<file path="config.mk">
export PLATFORM = sky130hd
export DESIGN_NAME = mem_port_arbiter
export DESIGN_NICKNAME = d
export VERILOG_FILES = /design/src/rtl/mem_port_arbiter.sv
export SDC_FILE = /design/constraint.sdc
export NUM_CORES = 1
export LEC_CHECK = 0
export ABC_CLOCK_PERIOD_IN_PS = 4700
export CORE_ASPECT_RATIO = 0.6
export CORE_MARGIN = 2
export CORE_UTILIZATION = 35
export CTS_CLUSTER_SIZE = 30
export DETAILED_ROUTE_END_ITERATION = 8
export HOLD_SLACK_MARGIN = 0.03
export PLACE_DENSITY_LB_ADDON = 0.25
export SLEW_MARGIN = 20
export SYNTH_ARGS = -nofsm -noshare
export SYNTH_HDL_FRONTEND = slang
export SYNTH_SLANG_ARGS = --single-unit
</file>
<file path="constraint.sdc">
create_clock -name clk -period 4.7 [get_ports clk]
set_input_delay 0.94 -clock clk [delete_from_list [all_inputs] [get_ports clk]]
set_output_delay 0.94 -clock clk [all_outputs]
set_load 0.01 [all_outputs]
</file>
<file path="src/rtl/mem_port_arbiter.sv">
// Arbitrates instruction-fetch and load/store traffic onto one single-ported memory.
// One outstanding access at a time, with fetch anti-starvation and a latency timeout.
module mem_port_arbiter #(
   parameter int unsigned STARVE_LIMIT = 4,
   parameter int unsigned TIMEOUT      = 64
) (
   input  logic        clk,
   input  logic        reset,
   input  logic        i_req,
   input  logic [31:0] i_addr,
   output logic        i_gnt,
   output logic        i_rvalid,
   output logic [31:0] i_rdata,
   output logic        i_err,
   input  logic        d_req,
   input  logic        d_we,
   input  logic [31:0] d_addr,
   input  logic [31:0] d_wdata,
   input  logic [3:0]  d_be,
   output logic        d_gnt,
   output logic        d_rvalid,
   output logic [31:0] d_rdata,
   output logic        d_err,
   output logic        mem_req,
   output logic        mem_we,
   output logic [31:0] mem_addr,
   output logic [31:0] mem_wdata,
   output logic [3:0]  mem_be,
   input  logic        mem_ready,
   input  logic [31:0] mem_rdata,
   output logic        busy
);

   localparam int unsigned STARVE_W = 4;
   localparam int unsigned TMO_W    = 8;
   localparam logic [STARVE_W-1:0] STARVE_MAX = STARVE_W'(STARVE_LIMIT);
   localparam logic [TMO_W-1:0]    TMO_LAST   = TMO_W'(TIMEOUT - 1);
   localparam logic [31:0]         WORD_MASK  = 32'hFFFF_FFFC;

   typedef enum logic [1:0] {IDLE, BUSY_I, BUSY_D} state_e;

   state_e              state_q, state_d;
   logic [STARVE_W-1:0] starve_cnt_q, starve_cnt_d;
   logic [TMO_W-1:0]    tmo_cnt_q, tmo_cnt_d;
   logic                mem_req_q, mem_req_d;
   logic                mem_we_q, mem_we_d;
   logic [31:0]         mem_addr_q, mem_addr_d;
   logic [31:0]         mem_wdata_q, mem_wdata_d;
   logic [3:0]          mem_be_q, mem_be_d;
   logic                i_rvalid_q, i_rvalid_d;
   logic [31:0]         i_rdata_q, i_rdata_d;
   logic                i_err_q, i_err_d;
   logic                d_rvalid_q, d_rvalid_d;
   logic [31:0]         d_rdata_q, d_rdata_d;
   logic                d_err_q, d_err_d;
   logic                busy_q, busy_d;
   logic                finish_c;

   // State register and registered outputs
   always_ff @(posedge clk) begin
      if (!reset) begin
         state_q      <= IDLE;
         starve_cnt_q <= '0;
         tmo_cnt_q    <= '0;
         mem_req_q    <= 1'b0;
         mem_we_q     <= 1'b0;
         mem_addr_q   <= '0;
         mem_wdata_q  <= '0;
         mem_be_q     <= '0;
         i_rvalid_q   <= 1'b0;
         i_rdata_q    <= '0;
         i_err_q      <= 1'b0;
         d_rvalid_q   <= 1'b0;
         d_rdata_q    <= '0;
         d_err_q      <= 1'b0;
         busy_q       <= 1'b0;
      end else begin
         state_q      <= state_d;
         starve_cnt_q <= starve_cnt_d;
         tmo_cnt_q    <= tmo_cnt_d;
         mem_req_q    <= mem_req_d;
         mem_we_q     <= mem_we_d;
         mem_addr_q   <= mem_addr_d;
         mem_wdata_q  <= mem_wdata_d;
         mem_be_q     <= mem_be_d;
         i_rvalid_q   <= i_rvalid_d;
         i_rdata_q    <= i_rdata_d;
         i_err_q      <= i_err_d;
         d_rvalid_q   <= d_rvalid_d;
         d_rdata_q    <= d_rdata_d;
         d_err_q      <= d_err_d;
         busy_q       <= busy_d;
      end
   end

   // Arbitration, handshake sequencing and response generation
   always_comb begin
      state_d      = state_q;
      starve_cnt_d = starve_cnt_q;
      tmo_cnt_d    = tmo_cnt_q;
      mem_req_d    = mem_req_q;
      mem_we_d     = mem_we_q;
      mem_addr_d   = mem_addr_q;
      mem_wdata_d  = mem_wdata_q;
      mem_be_d     = mem_be_q;
      busy_d       = busy_q;
      i_rvalid_d   = 1'b0;
      i_rdata_d    = '0;
      i_err_d      = 1'b0;
      d_rvalid_d   = 1'b0;
      d_rdata_d    = '0;
      d_err_d      = 1'b0;
      i_gnt        = 1'b0;
      d_gnt        = 1'b0;
      finish_c     = 1'b0;

      case (state_q)
         IDLE: begin
            if (reset) begin
               if (i_req && (!d_req || starve_cnt_q == STARVE_MAX)) begin
                  i_gnt = 1'b1;
               end else if (d_req) begin
                  d_gnt = 1'b1;
               end
            end
            if (i_gnt) begin
               state_d      = BUSY_I;
               starve_cnt_d = '0;
               tmo_cnt_d    = '0;
               mem_req_d    = 1'b1;
               mem_we_d     = 1'b0;
               mem_addr_d   = i_addr & WORD_MASK;
               mem_wdata_d  = '0;
               mem_be_d     = 4'hF;
               busy_d       = 1'b1;
            end else if (d_gnt) begin
               state_d      = BUSY_D;
               tmo_cnt_d    = '0;
               mem_req_d    = 1'b1;
               mem_we_d     = d_we;
               mem_addr_d   = d_addr & WORD_MASK;
               mem_wdata_d  = d_wdata;
               mem_be_d     = d_be;
               busy_d       = 1'b1;
               if (i_req && starve_cnt_q != STARVE_MAX) begin
                  starve_cnt_d = starve_cnt_q + STARVE_W'(1);
               end
            end
         end
         BUSY_I, BUSY_D: begin
            // A ready on the final timeout cycle still counts as a normal completion
            finish_c = mem_ready || (TIMEOUT != 0 && tmo_cnt_q == TMO_LAST);
            if (finish_c) begin
               state_d     = IDLE;
               mem_req_d   = 1'b0;
               mem_we_d    = 1'b0;
               mem_addr_d  = '0;
               mem_wdata_d = '0;
               mem_be_d    = '0;
               busy_d      = 1'b0;
               if (state_q == BUSY_I) begin
                  i_rvalid_d = 1'b1;
                  i_err_d    = !mem_ready;
                  i_rdata_d  = mem_ready ? mem_rdata : '0;
               end else begin
                  d_rvalid_d = 1'b1;
                  d_err_d    = !mem_ready;
                  d_rdata_d  = (mem_ready && !mem_we_q) ? mem_rdata : '0;
               end
            end else begin
               tmo_cnt_d = tmo_cnt_q + TMO_W'(1);
            end
         end
         default: state_d = IDLE;
      endcase
   end

   assign mem_req   = mem_req_q;
   assign mem_we    = mem_we_q;
   assign mem_addr  = mem_addr_q;
   assign mem_wdata = mem_wdata_q;
   assign mem_be    = mem_be_q;
   assign i_rvalid  = i_rvalid_q;
   assign i_rdata   = i_rdata_q;
   assign i_err     = i_err_q;
   assign d_rvalid  = d_rvalid_q;
   assign d_rdata   = d_rdata_q;
   assign d_err     = d_err_q;
   assign busy      = busy_q;

endmodule
</file>
Word level (Yosys, flattened, before mapping)
Index checks and enable logic that the tools add are counted.
{"block": "word_totals", "ff_bits": 152, "ram_bits": 0, "memories": 0, "out_inout_bits": 141, "mem_bits_ro": 0, "in_bits": 138, "latchBits": 0}
{"block": "op_classes", "mux": 40, "n_reduce_logical": 22, "n_bitwise": 4, "order_cmp": 0, "n_eq_ne": 8, "add_sub_neg": 2, "mul": 0, "shift": 0, "div_mod_pow": 0}
{"op": "two-way mux 32 bit", "n": 5}
{"op": "one-hot mux 32 bit (2 select lines)", "n": 2}
{"op": "two-way mux 4 bit", "n": 6}
{"op": "two-way mux 8 bit", "n": 3}
{"op": "two-way mux 1 bit", "n": 16}
{"op": "one-hot mux 8 bit (2 select lines)", "n": 1}
{"op": "AND reduction 3 bit", "n": 4}
{"op": "adder 8 x 1 -> 8 bit, second input constant", "n": 1}
{"op": "== test 8 x 6 -> 1 bit, second input constant", "n": 1}
{"op": "one-hot mux 4 bit (2 select lines)", "n": 1}
{"op": "two-way mux 2 bit", "n": 3}
{"op": "nonzero test 2 bit", "n": 3}
{"op": "AND reduction 5 bit", "n": 1}
{"op": "OR reduction 5 bit", "n": 1}
{"op": "adder 4 x 1 -> 4 bit, second input constant", "n": 1}
{"op": "== test 4 x 3 -> 1 bit, second input constant", "n": 1}
{"op": "!= test 2 bit, second input constant", "n": 2}
{"op": "!= test 4 x 3 -> 1 bit, second input constant", "n": 1}
{"op": "inverter 1 bit", "n": 4}
{"op": "one-hot mux 1 bit (2 select lines)", "n": 2}
{"op": "one-hot mux 2 bit (2 select lines)", "n": 1}
{"op": "AND reduction 4 bit", "n": 1}
{"op": "OR reduction 4 bit", "n": 1}
{"op": "logical AND 1 bit", "n": 3}
{"op": "8 further kinds", "n": 11}

Logic depth before layout (Yosys ltp)
Gate-level depths: netlist of the first run.
{"block": "depth", "ltp_word": 9, "mapped_depth": 8}

Least setup slack after synthesis of the first run
No wires, ideal clock.
{"block": "synth_timing", "kind": "input to output", "from": "in i_req", "to": "out i_gnt", "required_ps": 3760, "path_stages": 3, "path_slack_ps": 1934, "t_arrival_ps": 1826, "n_path_buf": 1, "cell_sequence": "clkbuf_1 > a21boi_1 > and3_1"}
{"block": "synth_via", "elab_chain_cells": 5}
{"element": "start: declaration", "line_no": "9", "rtl": "input logic i_req,"}
{"element": "logical AND 1 bit", "line_no": "120", "rtl": "if (i_req && (!d_req || starve_cnt_q == STARVE_MAX)) begin"}
{"element": "two-way mux 1 bit", "line_no": "120"}
{"element": "two-way mux 1 bit", "line_no": "119", "rtl": "if (reset) begin"}
{"element": "two-way mux 1 bit (2 in a row)", "line_no": "117", "rtl": "case (state_q)"}
{"element": "end: declaration", "line_no": "11", "rtl": "output logic i_gnt,"}
No other way between the ends. The select of a mux whose other input is x is not followed.

Final worst setup path of the first run
{"block": "layout_timing", "from": "in d_req", "to": "out d_gnt"}
{"block": "layout_via", "elab_chain_cells": 7, "elab_cells_between_ends": 8, "cone_classes": "mux (5); reduce/logical (3)"}
{"element": "start: declaration", "line_no": "15", "rtl": "input logic d_req,"}
{"element": "logical NOT 1 bit", "line_no": "120"}
{"element": "logical OR 1 bit", "line_no": "120"}
{"element": "logical AND 1 bit", "line_no": "120"}
{"element": "two-way mux 1 bit (*)", "line_no": "120"}
{"element": "two-way mux 1 bit (*)", "line_no": "119"}
{"element": "two-way mux 1 bit (*) (2 in a row)", "line_no": "117"}
{"element": "end: declaration", "line_no": "20", "rtl": "output logic d_gnt,"}
Every way passes the cells marked *; elsewhere a longest branch is shown, timed or not. The select of a mux whose other input is x is not followed.

==> summary.txt, run 1 <==
Outcome
  – Status: finished clean

Placed design
  – GPL Wtd Cong: 0.8652
  – PortBufs: 272
  – Dpl cell area: 8070 um^2
  – HPWL Detailed: 10910 um

Route
  – Avg WL per Cell: 15.86 um
  – Iter 0 DRT Violations: 192
  – Residual DRC: 0
  – DRT Pass-1 Iters: 5
  – Drt total wl: 14850 um
  – Vias per Instance: 4.803
  – Vias: 4496
  – Number of nets with antenna violations after routing: 0

CTS
  – CTS tree: yes
  – Buffers from clock root to sink, at most: 2
  – Postcts setup bufs: 0
  – Number of H-tree levels: 4
  – CTS Buf Count: 17
  – Clk sinks: 150
  – Reg clk slew, reported paths: 0.06 ns
  – Hold buffers post-CTS: 0
  – CTS-repair resized insts: 0
  – Clock tree root driver cell: clkbuf_16
  – Clk_lat worst skew: 0.41 ns

STA
  – RSZ-0062 raised after global routing: false
  – Rel. slew slack: 0.3549
  – Setup TNS: 0 ns
  – Worst-margin pin slew: 0.9542 ns
  – Final setup violation count: 0
  – Final min period: 3.874 ns
  – Fmax: 258.1 MHz
  – Slew Viols, Final: 0
  – Min Hold Slack: 0.4610 ns
  – Fin crit share: 0.8242
  – Worst clock skew: 0.01346 ns
  – Final Hold Vio Count: 0

Synth
  – Seq cells post-synth: 150
  – Sequential cell area fraction in the yosys report: 0.5789
  – Mapped Area: 5187 um^2
  – Synth cell types: 46
  – Mapped Cells: 454
  – Main flop type after synthesis: dfxtp_1
  – Async set or reset register ratio after synthesis: 0
  – EDFF count, synth: 0
  – Mean Syn Cell Area: 11.43 um^2
  – Synth top area share: 0.5789
  – Leading post-synthesis cells by cell area: dfxtp_1, and2_1, mux2i_1
  – Synth area leader: dfxtp_1
  – Yosys warnings: 0

Cells and area
  – NumNets Final: 869
  – Post-Route Utilization: 0.6010
  – Layout cells sized above 1: 0.06369
  – Antenna Cells: 0
  – FILL cells: 1201
  – Design area: 8718 um^2
  – P&R area growth vs syn: 68.07%

Floorplanning
  – Chip width: 161.2 um
  – Core area: 14510 um^2
  – Initial Utilization: 0.3576
  – Row count: 34
  – Die height: 98.30 um
  – Die area: 15840 um^2
  – Boundary pin count: 279

Worst setup path
  – Critical path's largest stage delay: 0.68 ns
  – Critical Path Source: d_req
  – CP bufs+invs: 3
  – Critical path's most frequent cell: clkdlybuf4s50_1
  – Worst EP arrival: 2.93 ns
  – CP Capture Type: output pin
  – Crit-path cells: clkdlybuf4s50_1 > inv_1 > a2111oi_0 > clkdlybuf4s50_1
  – Cell at the slowest stage of the critical path: clkdlybuf4s50_1
  – CP Class: in2out
  – Max FO, Critical Path: 10
  – Delay-heaviest family, CP: buffers and inverters
  – Worst setup SP type: primary input
  – Required @ worst endpoint: 3.76 ns
  – RR Startpoint: state_q[0]

Global route
  – Overflow after GRT: 0
  – Overall Global Routing Usage: 0.1847
  – Initial antenna violation count: 0
  – Vias in the first global route: 4480
  – Largest net degree at the start of global routing: 58
  – First-pass GRT wire length: 23360 um

Power and ir drop
  – Pwr/cell area: 398.7 nW/um^2
  – Max rail drop VDD: 242.7 uV
  – Leak: 3.458 nW

Worst hold path
  – Hold_sp: mem_addr[18]
  – Hold Path Class: reg2reg

Flow run
  – Max Cap Viol: 0
==> area by class of cell <==
class	instances	area, um^2	share of cell area
tap	198	247.7	0.02842
sequential	150	3003	0.3444
inverter	9	33.78	0.003875
timing repair buffer	280	2783	0.3192
clock buffer	17	425.4	0.04879
multi-input combinational	267	2003	0.2298
clock inverter	15	222.7	0.02555
==> cells in the mapped netlist (3+ instances only) <==
cell type  count
and4_1         3
o31ai_1        3
a21oi_1       12
nor2_1         9
clkbuf_1      11
dfxtp_1      150
and2_1        66
nand4_1        5
mux2i_1       30
and3_1         5
buf_4          3
a22o_1        34
nor3_1         6
o2bb2ai_1     34
buf_2         12
nand2_1       11
buf_6          3
inv_1          9
nand4b_1       3
ha_1           6
o21ai_0        9
==> where the power goes <==
group          leakage [nW]  switching (mW)  internal [mW]  total [mW]
logic                  1.92           0.236          0.335       0.571
registers              1.22          0.0488           1.37        1.41
clock network         0.316           0.577          0.913        1.49
total                  3.46           0.862           2.61        3.48
==> placed cells by master (no fill, tap or decap), drive strengths merged, types with 9 or more instances in the layout <==
cell type,netlist,final
mux2i,30,30
and2,66,66
o21ai,10,10
inv,9,19
o2bb2ai,34,34
clkdlybuf4s50,0,272
nand2,11,11
a22o,34,34
a21oi,14,14
dfxtp,150,150
clkbuf,11,17
nor2,9,9
==> per-stage QoR <==
stage          total power, mW  setup slack (ns)  cells
2_1_floorplan            1.668             1.934    455
3_3_place_gp             2.001            0.9331    904
3_5_place_dp             2.012            0.8465    904
4_1_cts                  3.518            0.8075    936
5_1_grt                  3.622            0.7241    936
6_report                 3.476            0.8260    936
==> sequential cells by signal (all words and copies together), names as in the netlist <==
register	flops
starve_cnt_q	4
i_rvalid	1
d_rvalid	1
busy	1
state_q	2
i_rdata	32
mem_we	1
mem_addr	30
mem_be	4
i_err	1
tmo_cnt_q	8
mem_wdata	32
d_err	1
d_rdata	32
==> routing by layer <==
layer	up-vias	wire [um]	track usage
li1	2179	-	-
met1	2107	6521	0.2337
met2	198	7026	0.3103
met3	12	1153	0.05650
met4	0	146	0.04533
met5	-	0	0
==> path summary, 6_finish.rpt <==
path                                endpoint  slack, ns  cells past startpoint
worst max-delay path                   d_gnt       0.83                      4
worst min-delay path            mem_addr[18]       0.46                      1
worst max register to register  mem_wdata[2]       2.09                      7
worst min register to register  mem_addr[18]       0.46                      1
==> worst reg2reg max path, delay by kind of cell (launching register included) <==
| kind | cells | cell delay (ns) |
|---|---|---|
| buf+inv | 2 | 0.65 |
| fa+ha+maj | 1 | 0.40 |
| compound gates | 2 | 0.62 |
| flops | 1 | 0.37 |
| simple gates | 2 | 0.50 |
==> kinds of logic (layout without fill, tap and decap cells) <==
kind of cell | Yosys count | count (layout) | share of synthesized area
buffers and inverters | 38 | 321 | 0.03690
other | 1 | 2 | 0.0007229
flip-flops | 150 | 150 | 0.5789
AO/OA/AOI/OAI | 106 | 106 | 0.1676
adder cells (fa/ha/maj) | 6 | 6 | 0.01447
AND/OR/NAND/NOR | 123 | 123 | 0.1435
multiplexers | 30 | 30 | 0.05789
Note: power is estimated with default switching activity, not from simulation.
==> inputs of run 2 (changes only) <==
--- a/config.mk
+++ b/config.mk
@@ -5,7 +5,7 @@
 export SDC_FILE = /design/constraint.sdc
 export NUM_CORES = 1
 export LEC_CHECK = 0
-export ABC_CLOCK_PERIOD_IN_PS = 4700
+export ABC_CLOCK_PERIOD_IN_PS = 3600
 export CORE_ASPECT_RATIO = 0.6
 export CORE_MARGIN = 2
 export CORE_UTILIZATION = 35
==> constraint.sdc (replaced) <==
create_clock -name clk -period 3.6 [get_ports clk]
set_input_delay 0.72 -clock clk [delete_from_list [all_inputs] [get_ports clk]]
set_output_delay 0.72 -clock clk [all_outputs]
set_load 0.01 [all_outputs]
==> summary.txt, run 2 (synthesized netlist as in run 1, its figures left out) <==
Global route
  – Largest net degree at the start of global routing: 69 (was 58)
  – First-pass GRT wire length: 22460 um (was 23360 um)
  – Initial antenna violation count: 0 (unchanged)
  – Overflow after GRT: 0 (unchanged)
  – Overall Global Routing Usage: 0.1785 (was 0.1847)
  – Vias in the first global route: 4332 (was 4480)

CTS
  – Clk sinks: 150 (unchanged)
  – Postcts setup bufs: 0 (unchanged)
  – Hold buffers post-CTS: 0 (unchanged)
  – Number of H-tree levels: 4 (unchanged)
  – Buffers from clock root to sink, at most: 2 (unchanged)
  – Clock tree root driver cell: clkbuf_16 (unchanged)
  – CTS-repair resized insts: 0 (unchanged)
  – Clk_lat worst skew: 0.41 ns (about the same)
  – CTS tree: yes (unchanged)
  – CTS Buf Count: 17 (unchanged)
  – Reg clk slew, reported paths: 0.06 ns (about the same)

Route
  – Number of nets with antenna violations after routing: 0 (unchanged)
  – DRT Pass-1 Iters: 4 (was 5)
  – Drt total wl: 14330 um (was 14850 um)
  – Iter 0 DRT Violations: 153 (was 192)
  – Residual DRC: 0 (unchanged)
  – Avg WL per Cell: 15.26 um (was 15.86 um)
  – Vias per Instance: 4.698 (was 4.803)
  – Vias: 4411 (was 4496)

Cells and area
  – Register area: 3003 um^2 (unchanged)
  – P&R area growth vs syn: 67.90% (was 68.07%)
  – FILL cells: 1198 (was 1201)
  – NumNets Final: 872 (was 869)
  – Post-Route Utilization: 0.6004 (was 0.6010)
  – Antenna Cells: 0 (unchanged)
  – Area of the multi-input gates: 2003 um^2 (unchanged)
  – Most common cell after layout, fill and taps aside: clkdlybuf4s50_1 (unchanged)
  – Most frequent cells in the layout: clkdlybuf4s50_1, dfxtp_1, and2_1 (unchanged)
  – Layout cells sized above 1: 0.06748 (was 0.06369)

STA
  – Setup TNS: 0 ns (unchanged)
  – Worst-margin pin slew: 0.9696 ns (was 0.9542 ns)
  – Slew Viols, Final: 0 (unchanged)
  – Fin crit share: 0.8717
  – Worst clock skew: 0.01420 ns (was 0.01346 ns)
  – RSZ-0062 raised after global routing: false (unchanged)
  – Fmax: 318.7 MHz
  – Final Hold Vio Count: 0 (unchanged)
  – Rel. slew slack: 0.3445 (was 0.3549)
  – Final min period: 3.138 ns
  – Final setup violation count: 0 (unchanged)

Worst setup path
  – Max FO, Critical Path: 4 (was 10)
  – CP Capture Type: output pin (unchanged)
  – CP Class: reg2out (was in2out)
  – Reg2Reg Depth: 6 (was 7)
  – Required @ worst endpoint: 2.88 ns (was 3.76 ns)
  – Worst setup SP type: flop (was primary input)
  – FF-to-FF End: tmo_cnt_q[1] (was mem_wdata[2])
  – R2R setup slack: 1.19 ns (was 2.09 ns)
  – Critical Path Source: starve_cnt_q[0] (was d_req)
  – RR Startpoint: state_q[0] (unchanged)
  – Worst EP arrival: 2.42 ns (was 2.93 ns)

Floorplanning
  – Boundary pin count: 279 (unchanged)
  – Initial Utilization: 0.3576 (unchanged)
  – Row count: 34 (unchanged)
  – Chip width: 161.2 um (unchanged)
  – Die height: 98.30 um (unchanged)
  – Die area: 15840 um^2 (unchanged)
  – Core area: 14510 um^2 (unchanged)

Power and ir drop
  – Max rail drop VDD: 254.7 uV (was 242.7 uV)
  – Power Internal: 3.278 mW (was 2.614 mW)
  – Pwr/cell area: 505.2 nW/um^2 (was 398.7 nW/um^2)
  – Power Total: 4.400 mW (was 3.476 mW)
  – Switching power: 1.122 mW (was 0.8618 mW)
  – Sw Ratio: 0.2549 (was 0.2479)
  – Share of power burned in registers: 0.420 (was 0.407)
  – Leak: 3.453 nW (was 3.458 nW)
  – Comb pwr share: 0.170 (was 0.164)
  – Clock network fraction of design power: 0.410 (was 0.429)

Worst hold path
  – Worst Hold Path EP: mem_addr[21] (was mem_addr[18])
  – Hold_sp: mem_addr[21] (was mem_addr[18])
  – Hold Path Cell Cnt: 1 (unchanged)
  – Hold Path Class: reg2reg (unchanged)

Flow run
  – Max Cap Viol: 0 (unchanged)

Placed design
  – GPL Wtd Cong: 0.8593 (was 0.8652)
  – HPWL Detailed: 10610 um (was 10910 um)
  – PortBufs: 272 (unchanged)

Outcome
  – Status: finished clean (unchanged)
## run 2: area by class of cell
class	count	area share
Sequential cell	150	0.3448
Timing Repair Buffer	283	0.3235
Multi-Input combinational cell	267	0.2300
Clock buffer	17	0.04884
Tap cell	198	0.02844
Clock inverter	15	0.02054
Inverter	9	0.003879
## run 2: metrics by stage
step / cell area [um^2] / instances / hold WS, ns / setup WS, ns
floorplan: 5191 / 455 / 0.4616 / 1.274
global placement: 8105 / 907 / 0.4438 / 0.5440
detailed placement: 8105 / 907 / 0.4457 / 0.4794
CTS: 8710 / 939 / 0.4655 / 0.4125
global route: 8710 / 939 / 0.4825 / 0.3470
finish: 8710 / 939 / 0.4604 / 0.4620
## run 2: per-layer routing
layer | global-route usage | routed length [um] | vias up
met3 | 0.06500 | 1066 | 16
met2 | 0.2928 | 6691 | 172
met4 | 0.04808 | 169 | 0
li1 | - | - | 2179
met5 | 0 | 0 | -
met1 | 0.2235 | 6405 | 2044
## run 2: worst max path at each step
stage	endpoint	slack, ns	cells after the start
after floorplan	i_gnt	1.27	3
after global placement	d_gnt	0.54	3
after detailed placement	d_gnt	0.48	3
after CTS	d_gnt	0.41	5
after global routing	d_gnt	0.35	5
final	d_gnt	0.46	5
## run 2: worst max-delay path, cell delays in order, from the launching register on
cell	delay [ns]
dfxtp_1	0.37
inv_1	0.07
ha_1	0.22
and3b_1	0.21
a2111oi_0	0.50
clkdlybuf4s50_1	0.64
## run 2: power groups by stage
stage	sequential, mW	clock [mW]	combinational [mW]
2_1_floorplan	1.93	0	0.244
3_3_place_gp	1.88	0	0.741
3_5_place_dp	1.88	0	0.752
4_1_cts	1.85	1.86	0.756
5_1_grt	1.86	1.93	0.800
6_report	1.85	1.80	0.750
==> inputs of run 3 (changes only) <==
--- a/config.mk
+++ b/config.mk
@@ -13,6 +13,7 @@
 export DETAILED_ROUTE_END_ITERATION = 8
 export HOLD_SLACK_MARGIN = 0.03
 export PLACE_DENSITY_LB_ADDON = 0.25
+export REMOVE_ABC_BUFFERS = 1
 export SLEW_MARGIN = 20
 export SYNTH_ARGS = -nofsm -noshare
 export SYNTH_HDL_FRONTEND = slang
==> summary.txt, run 3 (synthesized netlist as in run 1, its figures left out) <==
Outcome
  – Status: finished clean (unchanged)

Route
  – Vias: 4460 (was 4411)
  – Iter 0 DRT Violations: 177 (was 153)
  – Drt total wl: 15370 um (was 14330 um)
  – Number of nets with antenna violations after routing: 0 (unchanged)
  – Avg WL per Cell: 16.38 um (was 15.26 um)
  – Residual DRC: 0 (unchanged)
  – Vias per Instance: 4.755 (was 4.698)
  – DRT Pass-1 Iters: 4 (unchanged)

Placed design
  – HPWL Detailed: 11630 um (was 10610 um)
  – Dpl ws: 0.5350 ns (was 0.4794 ns)
  – Dpl cell area: 8098 um^2 (was 8105 um^2)
  – GPL Wtd Cong: 0.7790 (was 0.8593)
  – PortBufs: 272 (unchanged)

Cells and area
  – Layout cells sized above 1: 0.06351 (was 0.06748)
  – NumNets Final: 871 (was 872)
  – Most frequent cells in the layout: clkdlybuf4s50_1, dfxtp_1, and2_1 (unchanged)
  – Design area: 8698 um^2 (was 8710 um^2)
  – P&R area growth vs syn: 67.68% (was 67.90%)
  – Register area: 3003 um^2 (unchanged)
  – Area of the multi-input gates: 2003 um^2 (unchanged)
  – Antenna Cells: 0 (unchanged)
  – FILL cells: 1199 (was 1198)
  – Most common cell after layout, fill and taps aside: clkdlybuf4s50_1 (unchanged)

Worst setup path
  – Worst setup SP type: primary input (was flop)
  – CP Class: in2out (was reg2out)
  – Max FO, Critical Path: 8 (was 4)
  – Required @ worst endpoint: 2.88 ns (about the same)
  – CP Capture Type: output pin (unchanged)
  – Worst EP arrival: 2.34 ns (was 2.42 ns)

Floorplanning
  – Initial Utilization: 0.3576 (unchanged)
  – Row count: 34 (unchanged)
  – Boundary pin count: 279 (unchanged)
  – Chip width: 161.2 um (unchanged)
  – Die height: 98.30 um (unchanged)
  – Core area: 14510 um^2 (unchanged)
  – Die area: 15840 um^2 (unchanged)

Power and ir drop
  – Max rail drop VDD: 321.6 uV (was 254.7 uV)
  – Leak: 3.447 nW (was 3.453 nW)
  – Pwr/cell area: 504.5 nW/um^2 (was 505.2 nW/um^2)

CTS
  – Clock tree root driver cell: clkbuf_16 (unchanged)
  – CTS Buf Count: 17 (unchanged)
  – Hold buffers post-CTS: 0 (unchanged)
  – Reg clk slew, reported paths: 0.06 ns (about the same)
  – Clk sinks: 150 (unchanged)
  – Buffers from clock root to sink, at most: 2 (unchanged)
  – CTS-repair resized insts: 0 (unchanged)
  – CTS tree: yes (unchanged)
  – Number of H-tree levels: 4 (unchanged)
  – Clk_lat worst skew: 0.41 ns (about the same)
  – Postcts setup bufs: 0 (unchanged)

STA
  – Min Hold Slack: 0.4621 ns (was 0.4604 ns)
  – Final worst setup slack: 0.5353 ns (was 0.4620 ns)
  – Rel. slew slack: 0.3620 (was 0.3445)
  – Final Hold Vio Count: 0 (unchanged)
  – Final min period: 3.065 ns (was 3.138 ns)
  – Fmax: 326.3 MHz (was 318.7 MHz)
  – Final setup violation count: 0 (unchanged)
  – Slew Viols, Final: 0 (unchanged)
  – Fin crit share: 0.8513 (was 0.8717)
  – RSZ-0062 raised after global routing: false (unchanged)
  – Worst-margin pin slew: 0.9437 ns (was 0.9696 ns)
  – Worst clock skew: 0.01627 ns (was 0.01420 ns)
  – Setup TNS: 0 ns (unchanged)

Global route
  – Overflow after GRT: 0 (unchanged)
  – Vias in the first global route: 4638 (was 4332)
  – Initial antenna violation count: 0 (unchanged)
  – Largest net degree at the start of global routing: 69 (unchanged)
  – First-pass GRT wire length: 24370 um (was 22460 um)
  – Overall Global Routing Usage: 0.1974 (was 0.1785)

Flow run
  – Max Cap Viol: 0 (unchanged)

Worst hold path
  – Hold Path Class: reg2reg (unchanged)
run 3: cell count changes in the layout (fill, tap and decap cells not counted), sizes merged:
cell and delta:
inv -7, clkinvlp -1, clkinv +4, clkbuf +4, buf -1
run 3: path summary, 6_finish.rpt:
path,startpoint,endpoint,slack [ns],cells after the start
min,mem_addr[12],mem_addr[12],0.46,1
min reg2reg,mem_addr[12],mem_addr[12],0.46,1
max,i_req,d_gnt,0.54,3
max reg2reg,state_q[0],tmo_cnt_q[0],1.30,6
run 3: power breakdown:
group          total [mW]  switching [mW]  leakage, nW  internal, mW
Combinational       0.751           0.310         1.93         0.441
Clock                1.79           0.712        0.290          1.07
Sequential           1.85          0.0670         1.22          1.78
run 3: worst max-delay path, stage by stage:
cell and delay, ns:
clkdlybuf4s50_1 0.53, a2111oi_0 0.48, clkdlybuf4s50_1 0.62
run 3: final cells by class:
cell class,instances,area share
repair buffers,282,0.3231
clock buffers,21,0.05293
well taps,198,0.02848
multi-input cells,267,0.2303
flip-flops and latches,150,0.3452
inverters,9,0.003884
clock inverters,11,0.01611
run 3: stage by stage:
| step | util | instances | total power, mW |
|---|---|---|---|
| 6_report | 0.5996 | 938 | 4.388 |
| 5_1_grt | 0.5996 | 938 | 4.584 |
| 4_1_cts | 0.5996 | 938 | 4.447 |
| 3_5_place_dp | 0.5582 | 906 | 2.640 |
| 3_3_place_gp | 0.5582 | 906 | 2.625 |
| 2_1_floorplan | - | 426 | 2.150 |
run 3: routing by layer:
metal,GRT usage,vias up,part of all wire
met2,0.3232,121,0.48
li1,-,2174,-
met1,0.2435,2155,0.44
met5,0,-,0
met3,0.07477,10,0.067
met4,0.05838,0,0.0092
